### src/rtl/bls_word_sub_seq_pkg.sv
// Shared definitions for the nibble-serial subtractor sequencer.
// Holds the FSM encoding, the slice width and an index-width helper.
package bls_word_sub_seq_pkg;

  localparam int SLICE_W = 4;

  typedef logic [1:0] state_t;

  localparam state_t S_IDLE = 2'd0;
  localparam state_t S_RUN  = 2'd1;
  localparam state_t S_DONE = 2'd2;

  function automatic int idx_w(input int n);
    return (n > 1) ? $clog2(n) : 1;
  endfunction

endpackage

### src/rtl/bls_word_sub_seq_slice.sv
// 4-bit borrow-lookahead subtractor: diff = x - y - bin.
// Purely combinational; all four internal borrows come from g/p terms.
module bls4_slice (
  output logic [3:0] diff,
  output logic       bout,
  input  logic [3:0] x,
  input  logic [3:0] y,
  input  logic       bin
);

  logic [3:0] g;
  logic [3:0] p;
  logic [3:0] br;

  always_comb begin
    // generate when x<y bitwise, propagate when equal
    g = ~x & y;
    p = ~(x ^ y);
    br[0] = bin;
    br[1] = g[0]
          | (p[0] & bin);
    br[2] = g[1]
          | (p[1] & g[0])
          | (p[1] & p[0] & bin);
    br[3] = g[2]
          | (p[2] & g[1])
          | (p[2] & p[1] & g[0])
          | (p[2] & p[1] & p[0] & bin);
    bout  = g[3]
          | (p[3] & g[2])
          | (p[3] & p[2] & g[1])
          | (p[3] & p[2] & p[1] & g[0])
          | (p[3] & p[2] & p[1] & p[0] & bin);
    diff  = x ^ y ^ br;
  end

endmodule

### src/rtl/bls_word_sub_seq.sv
// Word subtractor that reuses one 4-bit slice, one nibble per clock.
// start/done handshake; result held until the next accepted start.
module bls_word_sub_seq
  import bls_word_sub_seq_pkg::*;
#(
  parameter  int NIBBLES = 4,
  localparam int W       = SLICE_W * NIBBLES,
  localparam int IW      = idx_w(NIBBLES)
) (
  input  logic         clk,
  input  logic         rst_n,
  input  logic         start,
  input  logic [W-1:0] a,
  input  logic [W-1:0] b,
  input  logic         bin,
  output logic         busy,
  output logic         done,
  output logic [W-1:0] diff,
  output logic         bout,
  output logic         zero
);

  state_t         state_q, state_d;
  logic [IW-1:0]  idx_q, idx_d;
  logic           borrow_q, borrow_d;
  logic [W-1:0]   a_q, a_d;
  logic [W-1:0]   b_q, b_d;
  logic [W-1:0]   diff_q, diff_d;
  logic           bout_q, bout_d;
  logic           zero_q, zero_d;

  logic [SLICE_W-1:0] s_x;
  logic [SLICE_W-1:0] s_y;
  logic [SLICE_W-1:0] s_diff;
  logic               s_bout;
  logic [W-1:0]       diff_asm;
  logic               last;

  bls4_slice u_slice (
    .diff (s_diff),
    .bout (s_bout),
    .x    (s_x),
    .y    (s_y),
    .bin  (borrow_q)
  );

  assign last = (idx_q == IW'(NIBBLES - 1));

  // nibble select and write-back merge
  always_comb begin
    s_x      = '0;
    s_y      = '0;
    diff_asm = diff_q;
    for (int i = 0; i < NIBBLES; i++) begin
      if (idx_q == IW'(i)) begin
        s_x = a_q[i*SLICE_W +: SLICE_W];
        s_y = b_q[i*SLICE_W +: SLICE_W];
        diff_asm[i*SLICE_W +: SLICE_W] = s_diff;
      end
    end
  end

  always_ff @(posedge clk or negedge rst_n) begin
    if (!rst_n) begin
      state_q <= S_IDLE;
    end else begin
      state_q <= state_d;
    end
  end

  always_comb begin
    state_d = state_q;
    unique case (state_q)
      S_IDLE: if (start) state_d = S_RUN;
      S_RUN:  if (last)  state_d = S_DONE;
      S_DONE: state_d = S_IDLE;
      default: state_d = S_IDLE;
    endcase
  end

  always_comb begin
    busy = (state_q == S_RUN);
    done = (state_q == S_DONE);
  end

  always_comb begin
    idx_d    = idx_q;
    borrow_d = borrow_q;
    a_d      = a_q;
    b_d      = b_q;
    diff_d   = diff_q;
    bout_d   = bout_q;
    zero_d   = zero_q;
    unique case (state_q)
      S_IDLE: begin
        if (start) begin
          a_d      = a;
          b_d      = b;
          borrow_d = bin;
          idx_d    = '0;
          diff_d   = '0;
          bout_d   = 1'b0;
          zero_d   = 1'b0;
        end
      end
      S_RUN: begin
        diff_d   = diff_asm;
        borrow_d = s_bout;
        if (last) begin
          idx_d  = '0;
          bout_d = s_bout;
          zero_d = (diff_asm == '0);
        end else begin
          idx_d  = idx_q + IW'(1);
        end
      end
      default: ;
    endcase
  end

  always_ff @(posedge clk or negedge rst_n) begin
    if (!rst_n) begin
      idx_q    <= '0;
      borrow_q <= 1'b0;
      a_q      <= '0;
      b_q      <= '0;
      diff_q   <= '0;
      bout_q   <= 1'b0;
      zero_q   <= 1'b0;
    end else begin
      idx_q    <= idx_d;
      borrow_q <= borrow_d;
      a_q      <= a_d;
      b_q      <= b_d;
      diff_q   <= diff_d;
      bout_q   <= bout_d;
      zero_q   <= zero_d;
    end
  end

  assign diff = diff_q;
  assign bout = bout_q;
  assign zero = zero_q;

endmodule

### config.mk
export PLATFORM = sky130hd
export DESIGN_NAME = bls_word_sub_seq
export DESIGN_NICKNAME = d
export VERILOG_FILES = /design/src/rtl/bls_word_sub_seq_pkg.sv /design/src/rtl/bls_word_sub_seq_slice.sv /design/src/rtl/bls_word_sub_seq.sv
export SDC_FILE = /design/constraint.sdc
export NUM_CORES = 1
export LEC_CHECK = 0
export CORE_ASPECT_RATIO = 1.1
export CORE_MARGIN = 4
export CORE_UTILIZATION = 41
export DETAILED_ROUTE_END_ITERATION = 12
export GPL_TIMING_DRIVEN = 0
export PLACE_DENSITY_LB_ADDON = 0.1
export RECOVER_POWER = 50
export SLEW_MARGIN = 0
export SYNTH_ARGS = -nofsm -noshare
export SYNTH_HDL_FRONTEND = slang
export SYNTH_SLANG_ARGS = --single-unit
### constraint.sdc
create_clock -name clk -period 3.75 [get_ports clk]
set_clock_uncertainty 0.1 [all_clocks]
set_input_delay 0.375 -clock clk [delete_from_list [all_inputs] [get_ports clk]]
set_output_delay 0.375 -clock clk [all_outputs]
set_load 0.005 [all_outputs]
== After elaboration in Yosys (flattened, before gate mapping) ==
Cells that the tools add are included.

* Reduce and logical (&&, ||, !) cells: 8
* Bitwise operators: 31
* Equality and inequality tests: 7
* Muxes and demuxes: 27
* $add $sub $neg: 1

{| class="wikitable"
|+ Operators by type and width
! operator !! count
|-
| two-way mux 4 bit || 12
|-
| one-hot mux 16 bit (2 select lines) || 1
|-
| bitwise AND 1 bit || 16
|-
| logical NOT 16 bit || 1
|-
| two-way mux 16 bit || 1
|-
| OR 1 bit || 10
|-
| two-way mux 2 bit || 4
|-
| NOT 4 bit || 2
|-
| one-hot mux 2 bit (2 select lines) || 2
|-
| bitwise XOR 4 bit || 2
|-
| == test 2 bit, second input constant || 3
|-
| one-hot mux 1 bit (2 select lines) || 3
|-
| AND reduction 2 bit || 3
|-
| bitwise AND 4 bit || 1
|-
| == test 2 x 1 -> 1 bit, second input constant || 2
|-
| logical NOT 2 bit || 2
|-
| two-way mux 1 bit || 4
|-
| AND reduction 3 bit || 1
|-
| adder 2 x 1 -> 2 bit, second input constant || 1
|-
| inequality test 2 x 1 -> 1 bit, second input constant || 1
|-
| inequality test 2 bit, second input constant || 1
|-
| nonzero test 2 bit || 1
|}

* Output and inout bits: 20
* Register bits after elaboration: 55

== Depth between registers and ports, before layout ==
Gate-level depths: netlist of run 1.

* Depth in word-level cells: 16
* Depth in mapped cells: 15
* Depth with buffers taken out: 13

== By module ==
Synthesis of run 1 repeated with hierarchy kept, for this count alone.

* Cell total of the unflattened synthesis: 216
* Area, all modules: 2862.7 um^2

{| class="wikitable"
|+ Modules (own cells, without submodules)
! module !! sequential area each (um^2) !! cells each !! area each (um^2) !! times used
|-
| bls_word_sub_seq || 1376.3 || 189 || 2662.6 || 1
|-
| bls4_slice || 0.0 || 27 || 200.2 || 1
|}

== Worst setup path before layout of run 1 ==
No wires, ideal clock.

* Path type: register to register
* Start: register idx_q[0]
* End: register zero_q (netlist: zero)
* Required time: 3.583 ns
* Data arrival time: 2.890 ns
* Stages on the path, launching flop included: 15
* Path buffers: 1
* Slack: 0.693 ns
* Clock period less this slack: 3.057 ns
* Cells stage by stage: dfrtp_1 > inv_1 > ha_1 > buf_2 > nor2b_1 > a221oi_1 > nor3_1 > a21o_1 > inv_1 > fa_1 > xnor2_1 > o2111ai_1 > a2111oi_2 > o221a_1 > a32o_1

* Longest elaborated chain between the ends: 16
* Elaborated cells between the ends (all ways): 41
* Classes of those cells: eq/ne (4); mux (14); bitwise (20); reduce/logical (3)

{| class="wikitable"
|+ RTL lines
! item !! line !! source
|-
| start, declared || bls_word_sub_seq.sv:24 || <nowiki>logic [IW-1:0] idx_q, idx_d;</nowiki>
|-
| start signal, assigned || bls_word_sub_seq.sv:131 || <nowiki>idx_q <= idx_d;</nowiki>
|-
| logical NOT 2 bit || bls_word_sub_seq.sv:55 || <nowiki>if (idx_q == IW'(i)) begin</nowiki>
|-
| two-way mux 4 bit (4 in series) || bls_word_sub_seq.sv:55 ||
|-
| bitwise XOR 4 bit or NOT 4 bit (tied branches) || bls_word_sub_seq_slice.sv:18, bls_word_sub_seq_slice.sv:34, bls_word_sub_seq_slice.sv:17 ||
|-
| NOT 4 bit or bitwise AND 4 bit (tied branches) || bls_word_sub_seq_slice.sv:18, bls_word_sub_seq_slice.sv:17 ||
|-
| bitwise AND 1 bit, on equally long branches || bls_word_sub_seq_slice.sv:26, bls_word_sub_seq_slice.sv:27, bls_word_sub_seq_slice.sv:28 ||
|-
| OR 1 bit (tied with other cells) || bls_word_sub_seq_slice.sv:26 || <nowiki>| (p[2] & g[1])</nowiki>
|-
| OR 1 bit or bitwise AND 1 bit (tied branches) || bls_word_sub_seq_slice.sv:27, bls_word_sub_seq_slice.sv:28 ||
|-
| OR 1 bit || bls_word_sub_seq_slice.sv:28 || <nowiki>| (p[2] & p[1] & p[0] & bin);</nowiki>
|-
| bitwise XOR 4 bit || bls_word_sub_seq_slice.sv:34 || <nowiki>diff = x ^ y ^ br;</nowiki>
|-
| two-way mux 4 bit || bls_word_sub_seq.sv:55 ||
|-
| logical NOT 16 bit || bls_word_sub_seq.sv:112 || <nowiki>zero_d = (diff_asm == '0);</nowiki>
|-
| two-way mux 1 bit || bls_word_sub_seq.sv:109 || <nowiki>if (last) begin</nowiki>
|-
| one-hot mux 1 bit (2 select lines) || bls_word_sub_seq.sv:94 || <nowiki>unique case (state_q)</nowiki>
|-
| end signal, assigned || bls_word_sub_seq.sv:137 || <nowiki>zero_q <= zero_d;</nowiki>
|-
| end, declared || bls_word_sub_seq.sv:30 || <nowiki>logic zero_q, zero_d;</nowiki>
|}

Parallel ways exist; a longest one is shown, timed or not. The select of a mux whose other input is x is not followed.
A chain may end at the register's enable or synchronous reset.

== Worst setup path in the final report of run 1 ==
Ends and elaborated chain as after synthesis.

==> impl_metrics.toml, run 1 <==
[pwr]
p_per_area_nw_per_um2 = 963
p_leak_uw = 0.00148
ir_worst_vdd_uv = 367
totalPowerFinal_uw = 3270

[critical_path]
crit_path_start_kind = "register"
cp_top_family = "compound AO/OA/AOI/OAI gates"
crit_path_end_kind = "register"
r2r-end = "zero"
crit_top_cell = "inv_1"
cp_num_cells = 14
crit_slowest_cell = "dfrtp_1"
endpoint = "zero"
cp_max_fo = 10
critPathBufInv = 3
crit_arrival_ns = 3.66
startpoint = "idx_q[0]"
ff2ff_setup_slack_ns = 0.24
crit_type = "register to register"
cp_cell_sequence = "inv_1 -> ha_1 -> buf_2 -> nor2b_4 -> a221oi_1 -> nor3_1 -> a21o_1 -> inv_1 -> fa_1 -> xnor2_1 -> o2111ai_1 -> a2111oi_2 -> o221a_1 -> a32o_1"
max_stage_delay_ns = 0.43
rr_worst_depth = 14
rr_startpoint = "idx_q[0]"
critPathRequiredTime_ns = 3.90

[floorplan]
floorplan.rows = 30
die_h_um = 92.2
ios = 56
die_area_um2 = 7790
start_util_pct = 42.4
chipWidth_um = 84.5
coreArea_um2 = 6230

[grt]
track_usage_pct = 16.2
grt-ovfl-total = 0
grt_first_pass_wirelength_um = 9970
grt_max_degree = 30
grt_pass1_vias = 2041
antenna_found_initial = 0

[timing]
hold_viol = 0
finalCritPeriodShare_pct = 93.5
slew_headroom_pct = -2.04
slew_viol_final = 30
fmax_ghz = 0.285
layout_setup_ws_ns = 0.243
worst_pin_slew_ns = 1.53
min_period_ns = 3.51
setup_viol = 0
setup_tns_ns = 0

[logic_synthesis]
async_reset_ff_share_pct = 100
synth_enable_flop_cells = 0
yosys_register_bits = 55
postSynthAreaPerCell_um2 = 11.4
syn_area_um2 = 2640
syn_nets = 277
synth_area_leaders = "dfrtp_1 52%, mux2_2 13%, ha_1 4.3%, o21ai_0 2.8%, a22o_1 2.3%"
ys_types = 36
synth_top_area_share_pct = 52.1
ys.warnings.count = 0
synthCells = 231
ys.flop_type = "dfrtp_1"
yosysSeqAreaShare_pct = 52.1
synth_top_area_cell = "dfrtp_1"

[clock_network]
htreeDepth = 2
clk_pin_slew_ns = 0.10
insertion_delay_ns = 0.31
cts_buffers = 5
cts_buffer_depth = 2
cts_root_buf = "clkbuf_8"
cts_sinks = 55
cts_tree = "done"

[route]
wirelength_um = 6010
vias_per_cell = 5.31
drt_iter0_drc = 66
drt_pre_antenna_iters = 4
antenna_left = 0
vias = 1987
drc = 0
wl_per_cell_um = 16.1

[job]
drv_cap = 1

[placed_design]
dp_hpwl_um = 4480
pre_cts_ws_ns = -0.0580
portBuffers = 55
placed_cell_area_um2 = 3310
dp_cells = 367
routabilityCongestion = 0.893

[final_layout]
fin_nets = 339
fin_cells = 374
diodes = 0
fin_area_um2 = 3390
drive_gt1_share_pct = 17.0
area_growth_pct = 28.5

[min_path]
hold_path_class = "primary input to async pin"

[status]
violations = "max-capacitance violations, max-slew violations"
status = "complete, but fails checks"
registers in the layout, summed over array words and instances, names as in the netlist:
register,count
b_q,16
borrow_q,1
zero,1
state_q,2
diff,16
a_q,16
idx_q,2
bout,1
final cells by class:
cell class,count,area [um2]
repair buffers,56,548
clock buffers,8,100
fillers,583,2840
flip-flops and latches,55,1380
plain buffers,11,51.3
inverters,11,46.3
well taps,80,100
multi-input cells,153,1170
per-stage QoR:
| stage | hold WS, ns | util, % |
|---|---|---|
| after floorplan | -0.0206 | - |
| after detailed placement | 0.348 | 53.1 |
| after global routing | 0.419 | 54.4 |
| after global placement | 0.370 | 52.8 |
| after CTS | 0.00790 | 54.7 |
| final | 0.324 | 54.4 |
timing repair:
item / in CTS / in global routing
resized for setup: 1 / 9
hold buffers: 0 / 0
setup endpoints to repair: 1 / 3
setup buffers: 0 / 0
hold endpoints to repair: 0 / 0
pin swaps: 0 / 0
worst register-to-register path: stages (launching register included):
cell	delay, ns
dfrtp_1	0.43
inv_1	0.12
ha_1	0.17
buf_2	0.23
nor2b_4	0.26
a221oi_1	0.11
nor3_1	0.20
a21o_1	0.16
inv_1	0.06
fa_1	0.37
xnor2_1	0.32
o2111ai_1	0.19
a2111oi_2	0.33
o221a_1	0.24
a32o_1	0.16
kinds of logic after synthesis:
| kind of cell | after synthesis | synth area share [%] |
|---|---|---|
| AOI/OAI and AO/OA | 60 | 15.7 |
| xor gates and xnor gates | 3 | 0.995 |
| adders and majority gates | 10 | 5.02 |
| buffers and inverters | 23 | 3.65 |
| DFF | 55 | 52.1 |
| muxes | 32 | 13.6 |
| and+or+nand+nor | 48 | 8.82 |
cell usage after synthesis, types with 3 or more instances:
| library cell | instances |
|---|---|
| a21o_1 | 6 |
| a21oi_1 | 12 |
| a221oi_1 | 4 |
| a22o_1 | 7 |
| a32o_1 | 4 |
| buf_2 | 4 |
| clkbuf_1 | 8 |
| dfrtp_1 | 55 |
| ha_1 | 9 |
| inv_1 | 10 |
| mux2_2 | 30 |
| nand2_1 | 16 |
| nor2_1 | 12 |
| nor2b_1 | 6 |
| nor3_1 | 6 |
| o21ai_0 | 15 |
| o22ai_1 | 3 |
where the power goes:
group	switching [uW]	internal [uW]	total, uW
Clock	188	169	358
Combinational	1030	857	1890
Sequential	159	864	1020
how the worst min path moves through the flow:
stage             start  endpoint  slack, ns  cells past startpoint
2_1_floorplan     rst_n    a_q[0]      -0.02                      0
3_3_place_gp   diff[15]  diff[15]       0.37                      2
3_5_place_dp      rst_n   diff[6]       0.35                      1
4_1_cts           rst_n   diff[6]      0.008                      1
5_1_grt        diff[13]  diff[13]       0.42                      2
6_report          rst_n   diff[6]       0.32                      1
routing by layer:
| metal | track usage, % | share of wire, % | vias up |
|---|---|---|---|
| li1 | - | - | 955 |
| met1 | 20.8 | 44 | 973 |
| met2 | 27.1 | 49 | 50 |
| met3 | 3.68 | 5.2 | 9 |
| met4 | 4.88 | 1.8 | 0 |
| met5 | 0 | 0 | - |
placed cells by master, fill, tap and decap left out, types with 5 or more instances in the layout:
master / n
a21o_1: 6
nand2_1: 16
nor2b_1: 5
ha_1: 8
dlygate4sd3_1: 8
clkdlybuf4s50_1: 46
clkbuf_8: 7
clkbuf_1: 6
o21ai_0: 15
mux2_2: 30
dfrtp_1: 55
a21oi_1: 12
inv_1: 10
nor3_1: 6
nor2_1: 12
a22o_1: 7
No activity file was read; power rests on OpenSTA's default activity.
==> run 2, diff against run 1 <==
--- a/config.mk
+++ b/config.mk
@@ -5,9 +5,11 @@
 export SDC_FILE = /design/constraint.sdc
 export NUM_CORES = 1
 export LEC_CHECK = 0
+export CELL_PAD_IN_SITES_DETAIL_PLACEMENT = 0
+export CELL_PAD_IN_SITES_GLOBAL_PLACEMENT = 1
 export CORE_ASPECT_RATIO = 1.1
 export CORE_MARGIN = 4
-export CORE_UTILIZATION = 41
+export CORE_UTILIZATION = 40
 export DETAILED_ROUTE_END_ITERATION = 12
 export GPL_TIMING_DRIVEN = 0
 export PLACE_DENSITY_LB_ADDON = 0.1
==> constraint.sdc (replaced) <==
create_clock -name clk -period 3.6 [get_ports clk]
set_clock_uncertainty 0.1 [all_clocks]
set_input_delay 0.36 -clock clk [delete_from_list [all_inputs] [get_ports clk]]
set_output_delay 0.36 -clock clk [all_outputs]
set_load 0.005 [all_outputs]
==> run 2 against run 1 <==
  * The run still ends with max-capacitance violations, max-slew violations left
  * Sequential power up 5%
  * Sequential share of layout area down 0.99 points
  * Fmax up 4.2%
  * Via count down 0.10%
  * Flip-flop and latch count unchanged
  * Largest cell class unchanged
==> impl_metrics.toml, run 2 (synthesis results as in run 1) <==
[timing]
layout_setup_ws_ns = 0.236
rsz0062_at_grt = "no"
setup_viol = 0
hold_viol = 0
finalCritPeriodShare_pct = 93.4
slew_headroom_pct = -1.33
slew_viol_final = 35
worst_pin_slew_ns = 1.52
fmax_ghz = 0.297
min_period_ns = 3.36

[critical_path]
critPathRequiredTime_ns = 3.75
crit_type = "register to register"
critPathBufInv = 3
crit_top_cell = "inv_1"
crit_slowest_cell = "dfrtp_1"
crit_path_end_kind = "register"
crit_arrival_ns = 3.51
cp_top_family = "compound AO/OA/AOI/OAI gates"
crit_path_start_kind = "register"
max_stage_delay_ns = 0.43
rr_startpoint = "idx_q[0]"
cp_max_fo = 10
startpoint = "idx_q[0]"
cp_cell_sequence = "inv_1 -> ha_1 -> clkbuf_4 -> nor2b_4 -> a221oi_1 -> nor3_1 -> a21o_1 -> inv_1 -> fa_1 -> xnor2_2 -> o2111ai_1 -> a2111oi_2 -> o221a_1 -> a32o_1"

[route]
wl_per_cell_um = 16.5
drt_pre_antenna_iters = 4
vias = 1985
wirelength_um = 6250
drc = 0
vias_per_cell = 5.25
antenna_left = 0
drt_iter0_drc = 87

[pwr]
totalPowerFinal_uw = 3710
ir_worst_vdd_uv = 484
p_leak_uw = 0.00153
p_per_area_nw_per_um2 = 1070

[final_layout]
area_growth_pct = 31.7
layout_common_cells = "55 x dfrtp_1, 49 x clkdlybuf4s50_1, 30 x mux2_2, 16 x nand2_1, 15 x o21ai_0"
fillers = 596
fin_cells = 378
final_common_cell = "dfrtp_1"
drive_gt1_share_pct = 19.1
final_util_pct = 55.1
fin_nets = 343
diodes = 0

[clock_network]
insertion_delay_ns = 0.31
cts_root_buf = "clkbuf_8"
cts_tree = "done"
clk_pin_slew_ns = 0.10
cts_sinks = 55
htreeDepth = 2
cts_buffer_depth = 2
cts_buffers = 5

[floorplan]
die_area_um2 = 7970
floorplan.rows = 30
coreArea_um2 = 6310
start_util_pct = 41.9
die_h_um = 93.2
chipWidth_um = 85.5
ios = 56

[placed_design]
portBuffers = 55
routabilityCongestion = 0.809
dp_cells = 367
dp_hpwl_um = 4620
pre_cts_ws_ns = -0.390

[grt]
track_usage_pct = 17.0
grt-ovfl-total = 0
grt_pass1_vias = 2125
grt_first_pass_wirelength_um = 10600
grt_max_degree = 35
antenna_found_initial = 0

[min_path]
hold_path_class = "register to register"
hp-start = "bout"

[status]
status = "complete, but fails checks"
violations = "max-capacitance violations, max-slew violations"

[job]
drv_cap = 1
-- run 2: cell types whose count changed in the layout (fill, tap and decap cells not counted), moves of 2 or more --
cell             delta
buf_4               +3
clkbuf_4            +2
clkbuf_1            -2
dlygate4sd3_1       -2
clkdlybuf4s50_1     +3
-- run 2: where the power goes --
group | total, uW | internal, uW | switching (uW) | leakage [uW]
Sequential | 1070 | 900 | 167 | 0.000677
Combinational | 2210 | 1040 | 1170 | 0.000788
Clock | 428 | 225 | 203 | 0.0000612
Total | 3710 | 2170 | 1540 | 0.00153
-- run 2: worst reg2reg max path, stage by stage, from the launching register on --
cell and delay [ns]:
dfrtp_1 0.43, inv_1 0.11, ha_1 0.17, clkbuf_4 0.21, nor2b_4 0.24, a221oi_1 0.11, nor3_1 0.17, a21o_1 0.16
inv_1 0.07, fa_1 0.41, xnor2_2 0.26, o2111ai_1 0.17, a2111oi_2 0.25, o221a_1 0.28, a32o_1 0.17
-- run 2: timing repair --
item,in CTS,in global routing
pin swaps,0,2
gates resized for setup,6,8
hold buffers,1,0
setup endpoints to repair,4,3
hold endpoints to repair,21,0
setup buffers,0,3
-- run 2: path summary, 6_finish.rpt --
| path | to | depth (start not counted) | slack [ns] |
|---|---|---|---|
| setup / recovery | zero | 14 | 0.24 |
| setup reg to reg | zero | 14 | 0.24 |
| hold reg to reg | bout | 2 | 0.38 |
| max in group asynchronous | a_q[11] | 3 | 0.57 |
| hold / removal | bout | 2 | 0.38 |
| min in group asynchronous | diff[2] | 2 | 0.71 |
-- run 2: routing by layer --
metal | wire (um) | track usage, % | up-vias | share of wire, %
met5 | 0 | 0 | - | 0
met4 | 126 | 6.07 | 0 | 2.0
met3 | 239 | 3.17 | 8 | 3.8
met2 | 3100 | 29.6 | 41 | 50
met1 | 2780 | 21.1 | 980 | 44
li1 | - | - | 956 | -
-- run 2: final cells by class --
class / count / area (um2) / area share [%]
sequential: 55 / 1380 / 39.6
multi-input combinational: 153 / 1190 / 34.3
timing repair buffer: 60 / 589 / 16.9
tap: 80 / 100 / 2.88
clock buffer: 6 / 82.6 / 2.37
buffer: 11 / 56.3 / 1.62
inverter: 11 / 46.3 / 1.33
clock inverter: 2 / 35.0 / 1.01
-- run 2: per-stage QoR --
stage	instance area (um2)	hold slack, ns	TNS, ns
finish	3480	0.384	0
global route	3480	0.416	0
CTS	3450	0.397	0
detailed placement	3310	0.273	-0.690
global placement	3290	0.367	-0.558
floorplan	2640	-0.0356	0
